### src/rtl/median_pkg.sv
// Shared definitions for the median filter datapath: sequencer state
// encoding, default window size and the sample width used by MED.
package median_pkg;

  localparam int DEF_NUMBER = 9;                  // samples per window (odd, >= 3)
  localparam int DEF_PASSES = (DEF_NUMBER - 1) / 2; // full sort passes
  localparam int WIDTH      = 8;                  // sample width, shared with MED

  typedef enum logic [2:0] {
    IDLE,
    LOAD,
    SORT,
    FINAL,
    DONE
  } state_t;

endpackage

### src/rtl/median_ctrl_if.sv
// Control bundle between the window source, the sequencer and MED.
//
// Strobe semantics: DSI is a qualifier with no back-pressure. A window is
// DSI held high for NUMBER consecutive cycles; each high cycle carries one
// sample on MED.DI. The sequencer forwards the strobe combinationally as
// MED_DSI while loading, drives MED_BYP for the sort schedule, and raises
// DSO for exactly one cycle when MED.DO holds the median. ERR is a one-cycle
// flag for a short or overlong window; BUSY covers first sample to DSO.
interface median_ctrl_if;

  logic DSI;
  logic MED_DSI;
  logic MED_BYP;
  logic DSO;
  logic BUSY;
  logic ERR;

  modport master (
    input  DSI,
    output MED_DSI, MED_BYP, DSO, BUSY, ERR
  );

  modport slave (
    output DSI,
    input  MED_DSI, MED_BYP, DSO, BUSY, ERR
  );

endinterface

### src/rtl/median_ctrl.sv
// Sequencer for the serial median core: loads a window of NUMBER samples,
// runs PASSES compare/rotate passes plus a final compare tail, then flags
// the median on DSO. Purely control; no sample data passes through here.
module median_ctrl
  import median_pkg::*;
#(
  parameter int NUMBER = DEF_NUMBER
) (
  input  logic                 CLK,
  input  logic                 RST,
  median_ctrl_if.master        bus,
  output state_t               dbg_state
);

  localparam int PASSES    = (NUMBER - 1) / 2;
  localparam int CW        = $clog2(NUMBER + 1);
  localparam int PW        = $clog2(PASSES + 1);
  localparam int FINAL_LEN = NUMBER - 1 - PASSES;

  localparam logic [CW-1:0] LAST_IDX   = CW'(NUMBER - 1);
  localparam logic [CW-1:0] FINAL_LAST = CW'(FINAL_LEN - 1);
  localparam logic [PW-1:0] LAST_PASS  = PW'(PASSES - 1);

  state_t        state, state_nx;
  logic [CW-1:0] load_cnt, load_cnt_nx;
  logic [CW-1:0] step, step_nx;
  logic [PW-1:0] pass, pass_nx;
  logic          err_q, err_nx;
  // Low only in the first cycle after reset release, so a strobe seen
  // then is not forwarded while outputs must still hold reset values.
  logic          armed;

  // State, counters and the registered error flag.
  always_ff @(posedge CLK or posedge RST) begin
    if (RST) begin
      state    <= IDLE;
      load_cnt <= '0;
      step     <= '0;
      pass     <= '0;
      err_q    <= 1'b0;
      armed    <= 1'b0;
    end else begin
      state    <= state_nx;
      load_cnt <= load_cnt_nx;
      step     <= step_nx;
      pass     <= pass_nx;
      err_q    <= err_nx;
      armed    <= 1'b1;
    end
  end

  // Next-state, counter updates and the MED control outputs.
  always_comb begin
    state_nx    = state;
    load_cnt_nx = load_cnt;
    step_nx     = step;
    pass_nx     = pass;
    err_nx      = 1'b0;
    bus.MED_DSI = 1'b0;
    bus.MED_BYP = 1'b1;
    bus.DSO     = 1'b0;
    bus.BUSY    = 1'b0;

    case (state)
      IDLE: begin
        if (armed) begin
          bus.MED_DSI = bus.DSI;
          bus.BUSY    = bus.DSI;
          if (bus.DSI) begin
            load_cnt_nx = CW'(1);
            state_nx    = LOAD;
          end
        end
      end

      LOAD: begin
        bus.BUSY    = 1'b1;
        bus.MED_DSI = bus.DSI;
        if (bus.DSI) begin
          if (load_cnt == LAST_IDX) begin
            load_cnt_nx = '0;
            step_nx     = '0;
            pass_nx     = '0;
            state_nx    = SORT;
          end else begin
            load_cnt_nx = load_cnt + CW'(1);
          end
        end else begin
          // Window ended early: drop it and flag the error next cycle.
          err_nx      = 1'b1;
          load_cnt_nx = '0;
          state_nx    = IDLE;
        end
      end

      SORT: begin
        bus.BUSY    = 1'b1;
        // Pass p compares the first NUMBER-1-p positions, rotates the rest.
        bus.MED_BYP = !(step < (LAST_IDX - CW'(pass)));
        // A strobe right after the last sample means the window was too long.
        if (bus.DSI && (pass == '0) && (step == '0))
          err_nx = 1'b1;
        if (step == LAST_IDX) begin
          step_nx = '0;
          if (pass == LAST_PASS) begin
            pass_nx  = '0;
            state_nx = FINAL;
          end else begin
            pass_nx = pass + PW'(1);
          end
        end else begin
          step_nx = step + CW'(1);
        end
      end

      FINAL: begin
        bus.BUSY    = 1'b1;
        bus.MED_BYP = 1'b0;
        if (step == FINAL_LAST) begin
          step_nx  = '0;
          state_nx = DONE;
        end else begin
          step_nx = step + CW'(1);
        end
      end

      DONE: begin
        bus.BUSY = 1'b1;
        bus.DSO  = 1'b1;
        state_nx = IDLE;
      end

      default: state_nx = IDLE;
    endcase
  end

  assign bus.ERR   = err_q;
  assign dbg_state = state;

endmodule

### src/flat_wrapper.sv
// flat-port wrapper written by rule: the top's interface ports become plain ports
module median_ctrl_flat import median_pkg::*;
#(
  parameter int NUMBER = DEF_NUMBER
)
  (CLK, RST, dbg_state, bus_DSI, bus_MED_DSI, bus_MED_BYP, bus_DSO, bus_BUSY, bus_ERR);
  median_ctrl_if bus_i ();
  input  logic CLK;
  input  logic RST;
  output state_t dbg_state;
  input wire logic [$bits(bus_i.DSI)-1:0] bus_DSI;
  output wire logic [$bits(bus_i.MED_DSI)-1:0] bus_MED_DSI;
  output wire logic [$bits(bus_i.MED_BYP)-1:0] bus_MED_BYP;
  output wire logic [$bits(bus_i.DSO)-1:0] bus_DSO;
  output wire logic [$bits(bus_i.BUSY)-1:0] bus_BUSY;
  output wire logic [$bits(bus_i.ERR)-1:0] bus_ERR;
  assign bus_i.DSI = bus_DSI;
  assign bus_MED_DSI = bus_i.MED_DSI;
  assign bus_MED_BYP = bus_i.MED_BYP;
  assign bus_DSO = bus_i.DSO;
  assign bus_BUSY = bus_i.BUSY;
  assign bus_ERR = bus_i.ERR;
  median_ctrl #(.NUMBER(NUMBER)) u_core (.CLK(CLK), .RST(RST), .bus(bus_i), .dbg_state(dbg_state));
endmodule
### config.mk
export PLATFORM = sky130hd
export DESIGN_NAME = median_ctrl_flat
export DESIGN_NICKNAME = d
export VERILOG_FILES = /design/src/rtl/median_pkg.sv /design/src/rtl/median_ctrl_if.sv /design/src/rtl/median_ctrl.sv /design/src/flat_wrapper.sv
export SDC_FILE = /design/constraint.sdc
export NUM_CORES = 1
export LEC_CHECK = 0
export ABC_AREA = 1
export BUFFER_PORTS_ARGS = -buffer_cell sky130_fd_sc_hd__buf_2
export CAP_MARGIN = 20
export CORE_ASPECT_RATIO = 0.5
export CORE_MARGIN = 5
export CORE_UTILIZATION = 25
export DETAILED_ROUTE_END_ITERATION = 10
export PLACE_DENSITY = 0.51
export SLEW_MARGIN = 20
export SYNTH_ARGS = -nofsm -noshare
export SYNTH_HDL_FRONTEND = slang
export SYNTH_SLANG_ARGS = --single-unit
### constraint.sdc
create_clock -name CLK -period 2.56 [get_ports CLK]
set_input_delay 0.512 -clock CLK [delete_from_list [all_inputs] [get_ports CLK]]
set_output_delay 0.512 -clock CLK [all_outputs]
set_load 0.02 [all_outputs]
==> flow_summary.json <==
{
  "status": "finished, final reports clean",
  "avgSynthCellArea_um2": 7.93,
  "postCtsHoldBufs": 0,
  "nFillCells": 431,
  "postRouteAntennaNets": 0,
  "yosysSeqAreaShare_pct": 37.1,
  "yosys-top-cells-area": "dfrtp_1, ha_1, nand2_1",
  "hpwl_um": 1690,
  "report.final.setup_viol": 0,
  "crit_required_ns": 2.05,
  "p_sw_share_pct": 20.8,
  "tightest_slew_ns": 0.626,
  "vias_per_cell": 4.37,
  "die-area_mm2": 0.00581,
  "crit_fanout": 4,
  "power.density_mw_per_mm2": 392,
  "clk_path_buf_depth": 2,
  "worst_ir_drop_vdd_mv": 0.163,
  "syn_inst": 136,
  "clkPwrFrac_pct": 46.5,
  "io_buffers": 10,
  "grt_pass1_vias": 853,
  "ios": 11,
  "layout-drive-gt1-share_pct": 22.5,
  "cts_root_buf": "clkbuf_8",
  "hold_viol_final": 0,
  "cts_tree": "done",
  "fmax_mhz": 424,
  "route.detailed.drc": 0,
  "p_leak_nw": 0.655,
  "synth_edf_count": 0,
  "num_rows": 16,
  "clk_pin_slew_worst_paths_ns": 0.07,
  "internal_power_w": 0.000392,
  "slew_viol_final": 0,
  "synth_nets": 149,
  "worst-setup-path-type": "reg -> out",
  "rsz0062_at_grt": "no",
  "cts_max_level": 1,
  "antenna_found_initial": 0,
  "syn_area_mm2": 0.00108,
  "gp_congestion": 0.800,
  "die_h_um": 56.4,
  "firstDrtPassIters": 4,
  "startpoint_type": "flop",
  "wl_per_cell_um": 10.3,
  "nets": 165,
  "hp-class": "in -> async",
  "slew_headroom_pct": 58.2,
  "end_kind": "output port",
  "yosysMostFrequentCell": "nand2_1",
  "comb_power_share_pct": 2.1,
  "core_area_mm2": 0.00402,
  "synth_ff_type": "dfrtp_1",
  "wirelength_um": 2120,
  "yosysUniqueCellTypes": 24,
  "drv_cap": 0,
  "overflow": 0,
  "finalPower_w": 0.000495,
  "ys_ff_latch": 16,
  "seqPwrFrac_pct": 51.4,
  "async_flop_share_pct": 100,
  "n_antenna_cell": 0,
  "yosys_warnings": 0,
  "setup_tns_ns": 0,
  "skew_ns": 0.00122,
  "fp.dieW_um": 103,
  "start_util_pct": 26.8,
  "cts-buffers-inserted": 3,
  "grt_usage_pct": 8.23,
  "area_delta_synth_final_pct": 17.1,
  "synth_top_cell_by_area": "dfrtp_1",
  "fin_crit_sh_pct": 92.1,
  "vias": 895,
  "first_iter_violations": 25,
  "grt_first_pass_wirelength_um": 3840,
  "fin_crit_ns": 2.36,
  "cts_num_sinks": 16,
  "clk_latency_ns": 0.25,
  "p_sw_w": 0.000103,
  "grt_max_degree": 17,
  "fin_util_pct": 31.4,
  "synth_top_area_share_pct": 37.1,
  "worstPathArrival_ns": 1.85,
  "synthTopCellsByCount": "nand2_1, inv_1, dfrtp_1"
}
==> sequential cells by signal, summed over array words and instances (netlist names) <==
signal	flops
u_core.load_cnt	4
u_core.bus.ERR	1
u_core.step	4
u_core.pass	3
u_core.dbg_state	3
u_core.armed	1
==> worst max-delay path, stage by stage, from the launching register on <==
cell and delay [ns]:
dfrtp_1 0.36, inv_1 0.08, ha_1 0.20, ha_1 0.27
inv_1 0.04, ha_1 0.27, nand3_1 0.08, nand2_1 0.05
nand2_1 0.05, nand2_1 0.04, buf_2 0.15
==> layout by cell type, fill, tap and decap left out, drive strengths merged <==
cell     n
clkbuf   4
nand3   14
conb     1
ha      10
nor2    16
dfrtp   16
inv     21
xor2     2
o21ai   12
o21a     1
a21oi    6
nor3     1
buf     11
nand2   35
o31ai    1
==> power by group through the flow <==
| stage | clock (W) | combinational [W] | sequential (W) |
|---|---|---|---|
| final | 0.000230 | 0.0000105 | 0.000254 |
| after detailed placement | 0 | 0.0000112 | 0.000259 |
| after global routing | 0.000247 | 0.0000126 | 0.000254 |
| after global placement | 0 | 0.0000111 | 0.000259 |
| after floorplan | 0 | 0.00000609 | 0.000259 |
| after CTS | 0.000239 | 0.0000113 | 0.000254 |
==> cell families after synthesis <==
family	count (synthesis)	synth area share, %
AO/OA/AOI/OAI	20	12.9
buffers and inverters	21	7.31
AND/OR/NAND/NOR	66	29.1
XOR/XNOR	2	1.62
adder cells (fa/ha/maj)	10	11.6
flip-flops	16	37.1
other	1	0.348
==> layout make-up <==
cell class | instances | area (um^2) | share of cell area [%]
tap | 54 | 67.6 | 5.35
timing repair buffer | 11 | 57.6 | 4.56
multi-input combinational | 99 | 603 | 47.8
sequential | 16 | 400 | 31.7
inverter | 21 | 78.8 | 6.24
clock buffer | 4 | 55.1 | 4.36
==> final timing paths <==
kind / slack, ns / startpoint / cells past startpoint / end
max in group asynchronous: 1.83 / RST / 2 / u_core.pass[0]
hold reg to reg: 0.53 / u_core.pass[0] / 2 / u_core.pass[0]
hold / removal: 0.33 / RST / 2 / u_core.load_cnt[2]
min in group CLK: 0.53 / u_core.pass[0] / 2 / u_core.pass[0]
setup reg to reg: 1.15 / u_core.step[1] / 9 / u_core.dbg_state[0]
setup / recovery: 0.20 / u_core.pass[0] / 10 / bus_MED_BYP
==> per-stage QoR <==
step	cell area (um^2)	worst slack (ns)	instances	hold slack, ns
floorplan	1080	0.584	136	0.426
global placement	1200	0.470	200	0.512
detailed placement	1200	0.444	200	0.534
CTS	1250	0.159	204	0.360
global route	1260	0.00124	205	0.406
finish	1260	0.203	205	0.328
==> routing by layer <==
layer / up-vias / global-route usage, % / share of wire [%]
li1: 460 / - / -
met1: 424 / 10.5 / 47
met2: 11 / 13.4 / 51
met3: 0 / 2.60 / 2.3
met4: 0 / 2.21 / 0
met5: - / 0 / 0
==> what timing repair did <==
item | CTS | global route
hold endpoints to repair | 0 | 0
buffers inserted | 0 | 1
endpoints found under the setup margin | 0 | 1
resized for setup | 0 | 1
(Power assumes the default switching activity.)
